## src/rtl/pe.sv

```systemverilog
// Signed multiply-accumulate processing element for a systolic array.
// Operands are forwarded right/down through one register stage; the accumulator wraps modulo 2^ACC.
module pe #(
   parameter int WIDTH = 8,
   parameter int ACC   = 32
) (
   input  logic                    clk,
   input  logic                    rst_n,
   input  logic                    en,
   input  logic signed [WIDTH-1:0] a_in,
   input  logic signed [WIDTH-1:0] b_in,
   output logic signed [WIDTH-1:0] a_out,
   output logic signed [WIDTH-1:0] b_out,
   output logic signed [ACC-1:0]   acc_out
);

   if (WIDTH < 2) begin : g_bad_width
      $error("pe: WIDTH must be at least 2");
   end
   if (ACC < 2 * WIDTH) begin : g_bad_acc
      $error("pe: ACC must be at least 2*WIDTH");
   end

   // Full-precision product, sign-extended, added with silent two's-complement wrap.
   function automatic logic signed [ACC-1:0] mac_wrap(
      input logic signed [ACC-1:0]   acc,
      input logic signed [WIDTH-1:0] a,
      input logic signed [WIDTH-1:0] b
   );
      logic signed [2*WIDTH-1:0] prod;
      logic signed [ACC-1:0]     prod_ext;
      prod     = a * b;
      prod_ext = ACC'(prod);
      return acc + prod_ext;
   endfunction

   logic signed [WIDTH-1:0] a_q, a_d;
   logic signed [WIDTH-1:0] b_q, b_d;
   logic signed [ACC-1:0]   acc_q, acc_d;

   always_comb begin
      a_d   = a_q;
      b_d   = b_q;
      acc_d = acc_q;
      if (en) begin
         a_d   = a_in;
         b_d   = b_in;
         acc_d = mac_wrap(acc_q, a_in, b_in);
      end
   end

   // Reset port keeps its legacy name but is active-high.
   always_ff @(posedge clk) begin
      if (rst_n) begin
         a_q   <= '0;
         b_q   <= '0;
         acc_q <= '0;
      end else begin
         a_q   <= a_d;
         b_q   <= b_d;
         acc_q <= acc_d;
      end
   end

   assign a_out   = a_q;
   assign b_out   = b_q;
   assign acc_out = acc_q;

endmodule

```

## config.mk

```make
export PLATFORM = sky130hd
export DESIGN_NAME = pe
export DESIGN_NICKNAME = d
export VERILOG_FILES = /design/src/rtl/pe.sv
export SDC_FILE = /design/constraint.sdc
export NUM_CORES = 1
export LEC_CHECK = 0
export CAP_MARGIN = 15
export CORE_UTILIZATION = 60
export CTS_CLUSTER_SIZE = 12
export DETAILED_ROUTE_END_ITERATION = 12
export PLACE_DENSITY = 0.9
export SLEW_MARGIN = 5
export SYNTH_ARGS = -nofsm -noshare
export SYNTH_HDL_FRONTEND = slang
export SYNTH_SLANG_ARGS = --single-unit
```

## constraint.sdc

```tcl
create_clock -name clk -period 10.3 [get_ports clk]
set_input_delay 2.06 -clock clk [delete_from_list [all_inputs] [get_ports clk]]
set_output_delay 2.06 -clock clk [all_outputs]
set_load 0.01 [all_outputs]
```

==> load_flow_metrics.sql <==
INSERT INTO impl_metrics (metric_group, metric, value, unit) VALUES
('floorplan', 'core.rowCount', '39', ''),
('synthesis', 'synth_area_leaders', 'fa_1, dfxtp_1, ha_1, inv_1, mux2i_1', ''),
('worst_hold_path', 'worst_hold_startpoint', 'a_out[6]', ''),
('setup_path', 'reg2reg_slack', '5.01', 'ns'),
('sta', 'grt_setup_unrepaired', 'no', ''),
('synthesis', 'mappedNetlistArea', '7176', 'um2'),
('sta', 'post-route-min-period', '8.228', 'ns'),
('cts', 'clkLatencyLatePin', '0.32', 'ns'),
('detailed_routing', 'dr.first_iter.drc_count', '355', ''),
('layout', 'area_growth', '13.18', '%'),
('setup_path', 'capture_point_of_the_worst_reg_to_reg_path', 'acc_out[28]', ''),
('layout', 'share_of_layout_cells_above_drive_strength_1', '2.689', '%'),
('setup_path', 'crit_path_max_fanout', '25', ''),
('global_routing', 'via_count_of_the_first_global_routing_pass', '6088', ''),
('cts', 'htree_num_levels', '2', ''),
('synthesis', 'synth-main-ff-cell', 'dfxtp_1', ''),
('global_routing', 'overflow_left_after_global_routing', '0', ''),
('cts', 'cts_made_buffers', '5', ''),
('detailed_routing', 'drt-vias-per-instance', '6.042', ''),
('setup_path', 'cp_data_arrival_time', '8.43', 'ns'),
('cts', 'tritoncts', 'built', ''),
('synthesis', 'synth.cells.most_frequent', 'fa_1, inv_1, ha_1', ''),
('setup_path', 'element_type_at_the_critical_path_end', 'flop', ''),
('floorplan', 'chipWidth', '111.4', 'um'),
('sta', 'layout_worst_path_cycle_share', '79.88', '%'),
('layout', 'nets', '1005', ''),
('cts', 'number_of_post_cts_setup_repair_buffers', '0', ''),
('sta', 'achievable-frequency', '0.1215', 'GHz'),
('synthesis', 'ys_ff_latch', '48', ''),
('synthesis', 'synth_top_area_share', '37.94', '%'),
('setup_path', 'worst_setup_path_start_kind', 'input pin', ''),
('cts', 'clockBufferDepth', '2', ''),
('cts', 'clock_sink_count', '48', ''),
('setup_path', 'r2r.worst_path.cells', '17', ''),
('synthesis', 'post_synthesis_cell_type_count', '53', ''),
('sta', 'finalSetupViolations', '0', ''),
('synthesis', 'postSynthCellCount', '723', ''),
('status', 'status', 'finished clean', ''),
('synthesis', 'synth_sequential_area_ratio', '13.39', '%'),
('synthesis', 'post-synth-top-count-cell', 'fa_1', ''),
('setup_path', 'critPathRequiredTime', '10.50', 'ns'),
('placement', 'port_buffer_cells', '66', ''),
('global_routing', 'pin_count_of_the_biggest_net_entering_global_routing', '67', ''),
('synthesis', 'yosys_warnings', '0', ''),
('setup_path', 'startpoint_of_the_most_critical_register_to_register_path', 'acc_out[6]', ''),
('floorplan', 'dieArea', '12400', 'um2'),
('cts', 'hold_buffers', '0', ''),
('synthesis', 'synth.largest_area_cell', 'fa_1', ''),
('sta', 'clock-skew-final', '0.005044', 'ns'),
('layout', 'antenna-diode-count', '0', ''),
('placement', 'gp_congestion', '0.9197', ''),
('cts', 'post_cts.resized_instances', '0', ''),
('sta', 'worst-slew-pin-transition', '0.9433', 'ns'),
('cts', 'ctsRootBufferMaster', 'clkbuf_16', ''),
('detailed_routing', 'num_vias', '5583', ''),
('sta', 'hold_ws', '0.5071', 'ns'),
('detailed_routing', 'finalWirelength', '17.69', 'mm'),
('synthesis', 'number_of_enable_type_register_cells_in_the_synthesized_netlist', '0', ''),
('detailed_routing', 'drtAntennaViolNets', '0', ''),
('global_routing', 'number_of_antenna_violations_at_the_first_check_in_global_routing', '0', ''),
('floorplan', 'initial_utilization', '62.31', '%'),
('placement', 'placedCellCount', '916', ''),
('floorplan', 'core_area', '11520', 'um2'),
('synthesis', 'synthesis.nets', '948', ''),
('detailed_routing', 'detail_route.drc_violations', '0', ''),
('detailed_routing', 'drtPass1Iterations', '6', ''),
('synthesis', 'synth_area_per_cell', '9.925', 'um2'),
('sta', 'fin_setup_tns', '0', 'ns'),
('cts', 'clkTransAtPathRegs', '0.07', 'ns'),
('setup_path', 'timing.setup.critical_path_class', 'in -> reg', ''),
('detailed_routing', 'route.detailed.wl_per_inst', '19.14', 'um');
==> cell usage in the layout, fill, tap and decap left out, drive strengths merged, types with 6 or more instances in the layout <==
cell / instances
dfxtp: 48
clkdlybuf4s50: 64
a21oi: 27
inv: 101
nor2: 60
ha: 70
nand3b: 6
and2: 36
nand2b: 12
o21ai: 20
nand2: 44
fa: 136
a211oi: 6
nand3: 6
a21o: 11
nor3: 11
xnor2: 16
mux2i: 36
==> worst max-delay path, stage by stage <==
cell and delay, ns:
clkdlybuf4s50_1 0.67, and2_2 0.83, inv_1 0.14, fa_1 0.53, inv_1 0.06, fa_1 0.51, fa_1 0.43, fa_1 0.57
fa_1 0.43, ha_1 0.36, o21ai_0 0.29, a211oi_2 0.13, o21ai_2 0.31, a21oi_1 0.14, a2111oi_0 0.64, or4_1 0.21
o211ai_1 0.08
==> cells by family after synthesis <==
logic type | synth area share (%)
fa+ha+maj | 50.15
simple gates | 13.20
buf+inv | 6.451
compound gates | 9.189
flops | 13.39
mux | 5.179
xor+xnor | 2.441
==> registers in the layout, indices dropped and copies added (netlist names) <==
name     flops
b_out        8
acc_out     32
a_out        8
==> final cells by class <==
type,instances,area (um2)
clock buffers,5,125.1
clock inverters,3,47.55
fillers,804,3395
inverters,102,382.9
multi-input cells,554,5753
flip-flops and latches,48,960.9
well taps,143,178.9
repair buffers,69,673.1
==> routing by layer <==
layer / vias up / wire length [um] / GRT usage, %
met5: - / 0 / 0
met4: 0 / 690 / 13.96
met3: 75 / 1139 / 5.553
met2: 256 / 9136 / 55.42
met1: 2784 / 6718 / 36.16
li1: 2468 / - / -
==> how the worst max path moves through the flow <==
stage	end	cells after the start	from
2_1_floorplan	acc_out[28]	17	b_in[0]
3_3_place_gp	acc_out[28]	17	b_in[0]
3_5_place_dp	acc_out[28]	17	b_in[0]
4_1_cts	acc_out[28]	17	b_in[0]
5_1_grt	acc_out[28]	17	b_in[0]
6_report	acc_out[28]	17	b_in[0]
==> metrics by stage <==
step / area (um2) / setup WS, ns / util [%]
finish: 8122 / 2.072 / 70.52
global route: 8122 / 1.686 / 70.52
CTS: 8122 / 2.078 / 70.52
detailed placement: 7949 / 1.845 / 69.02
global placement: 7949 / 2.068 / 69.02
floorplan: 7176 / 2.465 / -
Power is left out: the tool's default activity adds up to more than one toggle a clock period on the data nets, which glitch-free logic cannot reach.
